File: src/rtl/hazard_pkg.sv
// Shared types and default sizes for the hazard / forwarding / multdiv scoreboard block.
package hazard_pkg;

    localparam int REG_W_DEF   = 5;
    localparam int EXC_REG_DEF = 30;
    localparam int MD_MAX_DEF  = 40;

    typedef enum logic [1:0] {
        FWD_RF  = 2'b00,
        FWD_XM  = 2'b01,
        FWD_MW  = 2'b10,
        FWD_EXC = 2'b11
    } fwd_sel_e;

    typedef enum logic [1:0] {
        MD_IDLE = 2'b00,
        MD_BUSY = 2'b01,
        MD_DONE = 2'b10
    } md_state_e;

endpackage

File: src/rtl/md_scoreboard_fsm.sv
// Tracks the single outstanding multdiv op: pending destination, watchdog, and the
// writeback slot that waits for a cycle in which the pipeline is not writing the RF.
module md_scoreboard_fsm
    import hazard_pkg::*;
#(
    parameter int REG_W  = REG_W_DEF,
    parameter int MD_MAX = MD_MAX_DEF
) (
    input  logic             clock,
    input  logic             reset_n,
    input  logic             dx_is_md,
    input  logic [REG_W-1:0] dx_rd,
    input  logic             bubble_dx,
    input  logic             md_ready,
    input  logic             mw_wr_en,
    output md_state_e        state,
    output logic [REG_W-1:0] md_rd,
    output logic             md_wb_en,
    output logic             md_timeout
);

    localparam int WD_W = $clog2(MD_MAX + 1);

    md_state_e        state_q, state_d;
    logic [REG_W-1:0] md_rd_q, md_rd_d;
    logic [WD_W-1:0]  wd_q, wd_d;
    logic             wd_expired;

    assign wd_expired = (wd_q == WD_W'(MD_MAX));

    always_comb begin
        state_d    = state_q;
        md_rd_d    = md_rd_q;
        wd_d       = wd_q;
        md_wb_en   = 1'b0;
        md_timeout = 1'b0;
        case (state_q)
            MD_IDLE: begin
                // A bubbled DX slot holds no real instruction, so it must not claim the unit.
                if (dx_is_md && !bubble_dx) begin
                    state_d = MD_BUSY;
                    md_rd_d = dx_rd;
                    wd_d    = '0;
                end
            end
            MD_BUSY: begin
                if (wd_expired) begin
                    md_timeout = 1'b1;
                    state_d    = MD_IDLE;
                    md_rd_d    = '0;
                    wd_d       = '0;
                end else if (md_ready) begin
                    state_d = MD_DONE;
                end else begin
                    wd_d = wd_q + 1'b1;
                end
            end
            MD_DONE: begin
                // The pipeline's own MW write owns the RF port; wait for a free cycle.
                if (!mw_wr_en) begin
                    md_wb_en = 1'b1;
                    state_d  = MD_IDLE;
                    md_rd_d  = '0;
                end
            end
            default: begin
                state_d = MD_IDLE;
                md_rd_d = '0;
                wd_d    = '0;
            end
        endcase
    end

    always_ff @(posedge clock or negedge reset_n) begin
        if (!reset_n) begin
            state_q <= MD_IDLE;
            md_rd_q <= '0;
            wd_q    <= '0;
        end else begin
            state_q <= state_d;
            md_rd_q <= md_rd_d;
            wd_q    <= wd_d;
        end
    end

    assign state = state_q;
    assign md_rd = md_rd_q;

endmodule

File: src/rtl/hazard_forward_scoreboard.sv
// Hazard unit: ALU operand forwarding selects, load-use stall and multdiv scoreboard stall.
// Define HAZ_PERF_CNT_EN to add saturating stall / multdiv-occupancy performance counters.
module hazard_forward_scoreboard
    import hazard_pkg::*;
#(
    parameter int REG_W   = REG_W_DEF,
    parameter int EXC_REG = EXC_REG_DEF,
    parameter int MD_MAX  = MD_MAX_DEF
`ifdef HAZ_PERF_CNT_EN
    , parameter int CNT_W = 32
`endif
) (
    input  logic             clock,
    input  logic             reset_n,
    input  logic [REG_W-1:0] fd_rs1,
    input  logic [REG_W-1:0] fd_rs2,
    input  logic             fd_rs1_used,
    input  logic             fd_rs2_used,
    input  logic [REG_W-1:0] fd_rd,
    input  logic             fd_wr_en,
    input  logic             fd_is_md,
    input  logic [REG_W-1:0] dx_rs1,
    input  logic [REG_W-1:0] dx_rs2,
    input  logic             dx_rs1_used,
    input  logic             dx_rs2_used,
    input  logic [REG_W-1:0] dx_rd,
    input  logic             dx_wr_en,
    input  logic             dx_is_load,
    input  logic             dx_is_md,
    input  logic [REG_W-1:0] xm_rd,
    input  logic             xm_wr_en,
    input  logic             xm_exc,
    input  logic [REG_W-1:0] mw_rd,
    input  logic             mw_wr_en,
    input  logic             mw_exc,
    input  logic             md_ready,
    output logic [1:0]       fwd_a_sel,
    output logic [1:0]       fwd_b_sel,
    output logic             stall_fd,
    output logic             bubble_dx,
    output logic             md_busy,
    output logic [REG_W-1:0] md_rd,
    output logic             md_wb_en,
    output logic             md_timeout
`ifdef HAZ_PERF_CNT_EN
    , output logic [CNT_W-1:0] perf_stall_cnt
    , output logic [CNT_W-1:0] perf_md_cnt
`endif
);

    localparam logic [REG_W-1:0] EXC_IDX = REG_W'(EXC_REG);

    function automatic fwd_sel_e pick_fwd(
        input logic             used,
        input logic [REG_W-1:0] src,
        input logic             exc_any,
        input logic [REG_W-1:0] x_rd,
        input logic             x_we,
        input logic [REG_W-1:0] m_rd,
        input logic             m_we
    );
        fwd_sel_e sel;
        sel = FWD_RF;
        if (used) begin
            if (src == EXC_IDX && exc_any)             sel = FWD_EXC;
            else if (src == x_rd && x_we && src != '0) sel = FWD_XM;
            else if (src == m_rd && m_we && src != '0) sel = FWD_MW;
        end
        return sel;
    endfunction

    md_state_e        md_state;
    logic [REG_W-1:0] md_rd_int;
    logic             md_wb_int, md_to_int, md_busy_int;
    logic             lu_hit, lu_stall, sb_stall, stall_int;
    logic             lu_q;
    fwd_sel_e         fwd_a, fwd_b;

    assign fwd_a = pick_fwd(dx_rs1_used, dx_rs1, xm_exc | mw_exc, xm_rd, xm_wr_en, mw_rd, mw_wr_en);
    assign fwd_b = pick_fwd(dx_rs2_used, dx_rs2, xm_exc | mw_exc, xm_rd, xm_wr_en, mw_rd, mw_wr_en);

    assign lu_hit = dx_is_load && dx_wr_en && (dx_rd != '0) &&
                    ((fd_rs1_used && fd_rs1 == dx_rd) || (fd_rs2_used && fd_rs2 == dx_rd));
    // One bubble resolves a load-use hazard, so never stall for it two cycles running.
    assign lu_stall = lu_hit && !lu_q;

    assign md_busy_int = (md_state != MD_IDLE);
    assign sb_stall    = md_busy_int &&
                         ((fd_rs1_used && fd_rs1 == md_rd_int && md_rd_int != '0) ||
                          (fd_rs2_used && fd_rs2 == md_rd_int && md_rd_int != '0) ||
                          (fd_wr_en && fd_rd == md_rd_int) ||
                          fd_is_md);
    assign stall_int = lu_stall || sb_stall;

    always_ff @(posedge clock or negedge reset_n) begin
        if (!reset_n) lu_q <= 1'b0;
        else          lu_q <= lu_stall;
    end

    md_scoreboard_fsm #(
        .REG_W  (REG_W),
        .MD_MAX (MD_MAX)
    ) u_md_fsm (
        .clock      (clock),
        .reset_n    (reset_n),
        .dx_is_md   (dx_is_md),
        .dx_rd      (dx_rd),
        .bubble_dx  (stall_int),
        .md_ready   (md_ready),
        .mw_wr_en   (mw_wr_en),
        .state      (md_state),
        .md_rd      (md_rd_int),
        .md_wb_en   (md_wb_int),
        .md_timeout (md_to_int)
    );

    // Everything is forced quiet while reset is held, including the combinational paths.
    assign fwd_a_sel  = reset_n ? fwd_a : FWD_RF;
    assign fwd_b_sel  = reset_n ? fwd_b : FWD_RF;
    assign stall_fd   = reset_n && stall_int;
    assign bubble_dx  = reset_n && stall_int;
    assign md_busy    = reset_n && md_busy_int;
    assign md_rd      = reset_n ? md_rd_int : '0;
    assign md_wb_en   = reset_n && md_wb_int;
    assign md_timeout = reset_n && md_to_int;

`ifdef HAZ_PERF_CNT_EN
    logic [CNT_W-1:0] perf_stall_q, perf_md_q;

    always_ff @(posedge clock or negedge reset_n) begin
        if (!reset_n) begin
            perf_stall_q <= '0;
            perf_md_q    <= '0;
        end else begin
            if (stall_int && perf_stall_q != '1)   perf_stall_q <= perf_stall_q + 1'b1;
            if (md_busy_int && perf_md_q != '1)    perf_md_q    <= perf_md_q + 1'b1;
        end
    end

    assign perf_stall_cnt = perf_stall_q;
    assign perf_md_cnt    = perf_md_q;
`endif

endmodule
File: config.mk
export PLATFORM = sky130hd
export DESIGN_NAME = hazard_forward_scoreboard
export DESIGN_NICKNAME = d
export VERILOG_FILES = /design/src/rtl/hazard_pkg.sv /design/src/rtl/md_scoreboard_fsm.sv /design/src/rtl/hazard_forward_scoreboard.sv
export SDC_FILE = /design/constraint.sdc
export NUM_CORES = 1
export LEC_CHECK = 0
export CAP_MARGIN = 10
export CORE_ASPECT_RATIO = 1.25
export CORE_MARGIN = 3
export CORE_UTILIZATION = 25
export CTS_CLUSTER_SIZE = 20
export DETAILED_ROUTE_END_ITERATION = 7
export GPL_ROUTABILITY_DRIVEN = 0
export PLACE_DENSITY = 0.6
export SETUP_SLACK_MARGIN = 0.15
export SYNTH_ARGS = -nofsm -noshare
export SYNTH_HDL_FRONTEND = slang
export SYNTH_HIERARCHICAL = 1
export SYNTH_SLANG_ARGS = --single-unit
File: constraint.sdc
create_clock -name clock -period 4.25 [get_ports clock]
set_input_delay 0.425 -clock clock [delete_from_list [all_inputs] [get_ports clock]]
set_output_delay 0.425 -clock clock [all_outputs]
set_load 0.05 [all_outputs]
==> summary.md <==
| Metric | Value |
|---|---|
| Number of setup violations in the final report | `0` |
| Final ANT Viol Nets | `0` |
| Synth Area in Simple Gates | `0.310` |
| H-tree level count | `1` |
| Required time worst endpoint | `3.83 ns` |
| Filler cell count | `638` |
| Drt wl/cell | `13.4 µm` |
| Syn Inst Count | `192` |
| Seq cells post-synth | `14` |
| Max-slew violations | `0` |
| # IOs | `70` |
| Synth Cell Area | `approximately 1600 µm²` |
| Setup crit end kind | `output pin` |
| Crit path time final | `3.54 ns` |
| Area Overhead vs Synth | `51.9%` |
| EDFF count, synth | `0` |
| Async set or reset register ratio after synthesis | `1.00` |
| Core area | `5970 µm²` |
| Post-synthesis compound-gate area fraction | `0.164` |
| Peak VDD IR | `about 0.21 mV` |
| Clock sinks | `14` |
| Nets | `320` |
| Most used DFF post-synth | `dfrtp_1` |
| Number of buffers added on ports | `69` |
| Reg2reg path depth | `9` |
| WP buf/inv | `2` |
| Worst path top cell family by delay | `buffers and inverters` |
| Multi-input logic area | `1170 µm²` |
| Max cap viols | `0` |
| Antenna violations before repair | `0` |
| Hold_ws | `0.516 ns` |
| CTS tree | `done` |
| Layout cell share with drive strength beyond 1 | `0.0843` |
| First-pass GRT wire length | `7520 µm` |
| Worst Max-Slew Pin Slew | `0.636 ns` |
| Number of global-route vias before repair | `1605` |
| Largest family of logic cells by synthesized area | `simple AND/OR/NAND/NOR gates` |
| Hpwl dp | `approximately 3600 µm` |
| Via-per-instance ratio | `approximately 4.7` |
| Pre-antenna DRT Iters | `4` |
| Leak pwr | `between 0.0009 and 0.001 µW` |
| Cts hold-fix bufs | `0` |
| Yosys warning total | `6` |
| Fin Setup TNS | `0 ns` |
| CTS max path bufs | `2` |
| Fmax | `between 200 and 300 MHz` |
| Die area | `about 7300 µm²` |
| Period utilisation layout | `0.832` |
| CTS resizes | `0` |
| Power per Cell Area | `395 nW/µm²` |
| Die H | `95.0 µm` |
| Post-synthesis adder-cell area fraction | `0.0158` |
| DR vias | `1602` |
| DRT iter0 DRCs | `42` |
| Clock Tree Root | `clkbuf_8` |
| Fin. Hold Viols | `0` |
| Die Wd | `roughly 77 µm` |
| Crit path kind | `in -> out` |
| Crit-path slowest cell | `clkdlybuf4s50_1` |
| Hold WC Path Type | `in -> async` |
| N_diodes | `0` |
| Arr. time, crit path | `between 3 and 4 ns` |
| Drt total wl | `4610 µm` |
| Relative slew slack | `0.576` |
| Layout Skew | `between 0.002 and 0.003 ns` |
| Cts bufs inserted | `3` |
| Mux cell area share after synthesis | `0.00632` |
| Clk_lat worst skew | `0.25 ns` |
| Initial core utilization | `0.265` |
| Clk slew on worst S/H paths | `0.06 ns` |
| Worst path max stage delay | `0.82 ns` |
| Worst path cell trace | `clkdlybuf4s50_1 -> or4_1 -> nor2_2 -> nor4_1 -> or4_1 -> a21oi_1 -> clkdlybuf4s50_1` |
| Largest net degree at the start of global routing | `26` |
| Most frequent cells in the layout | `clkdlybuf4s50_1, xor2_1, xnor2_1, nand2_1, dfrtp_1` |
| Run status | `finished, final reports clean` |
| Seq/Total Area, Yosys | `0.221` |
| Avg Synthesized Cell Area | `8.24 µm²` |
| RSZ-0062 raised after global routing | `false` |
| Yosys cell types | `49` |
| Register area | `between 300 and 400 µm²` |
| Row count | `31` |
| Syn nets | `250` |
| Gr usage total | `0.125` |
| Gr ovfl total | `0` |
| Post-CTS setup buffers | `0` |
| Detailed-route DRC error count | `0` |
| Number of cells on the critical path | `7` |
| Startpoint types | `input pin` |
| Maximum fanout along the worst path | `4` |
| Most common cell after layout, fill and taps aside | `clkdlybuf4s50_1` |
| Post-Synth XOR/XNOR Area | `0.243` |
layer usage:
layer,routed length [µm],global-route usage,vias up
li1,-,-,824
met4,43,0.0312,0
met5,0,0,-
met1,2050,0.153,725
met2,2290,0.222,47
met3,219,0.0286,6
power by group:
part	internal (µW)	switching (µW)	leakage [µW]
clock network	82.1	51.4	0.0000288
logic	254	270	0.000696
registers	176	115	0.000183
state kept, by name (all words and copies together) (netlist names):
name / cells
lu_q: 1
u_md_fsm/state: 2
u_md_fsm/wd_q: 6
u_md_fsm/md_rd: 5
worst paths after layout:
check | slack [ns] | end | startpoint
max reg2reg | 1.68 | u_md_fsm/md_rd[1] | u_md_fsm/md_rd[1]
min in group clock | 0.52 | u_md_fsm/wd_q[5] | u_md_fsm/wd_q[5]
max in group asynchronous | 3.51 | u_md_fsm/wd_q[2] | reset_n
max | 0.71 | fwd_b_sel[1] | dx_rs2[0]
min reg2reg | 0.52 | u_md_fsm/wd_q[5] | u_md_fsm/wd_q[5]
min | 0.52 | u_md_fsm/wd_q[1] | reset_n
cells in the mapped netlist (all sizes together), types with 2 or more instances:
library cell  count  area (µm²)
nand3             5        25.0
nand4             4        25.0
nand2            19        73.8
a21o              2        15.0
a32oi             5        43.8
nor2b             2        20.0
and2              8        50.1
nor2             13        51.3
clkbuf            2        8.75
xor2             25         219
nor3              6        35.0
buf               3        26.3
and2b             6        52.6
or4               3        22.5
or3               2        18.8
o21ai            11        55.1
ha                2        25.0
xnor2            19         166
a31oi             5        31.3
inv               7        26.3
dfrtp            14         350
nor4              7        43.8
nand2b            2        15.0
a21oi             4        31.3
o211ai            2        15.0
logic make-up after synthesis:
kind of cell,Yosys count
simple gates,82
compound gates,37
flops,14
xor+xnor,44
buf+inv,12
fa+ha+maj,2
mux,1
cell type report:
class                   instances  area share
clock buffers                   4      0.0229
inverters                       7      0.0109
multi-input cells             166       0.487
flip-flops and latches         14       0.146
well taps                      82      0.0427
repair buffers                 70       0.290
per-stage QoR:
stage / util / instance area (µm²) / worst slack, ns / total power, µW / std cells
CTS: 0.402 / 2400 / 0.702 / 958 / 343
floorplan: - / 1580 / 1.43 / 654 / 192
global placement: 0.393 / 2350 / 0.719 / 814 / 339
detailed placement: 0.393 / 2350 / 0.718 / 821 / 339
finish: 0.402 / 2400 / 0.712 / 949 / 343
global route: 0.402 / 2400 / 0.644 / 1030 / 343
No activity file was read; power rests on OpenSTA's default activity.
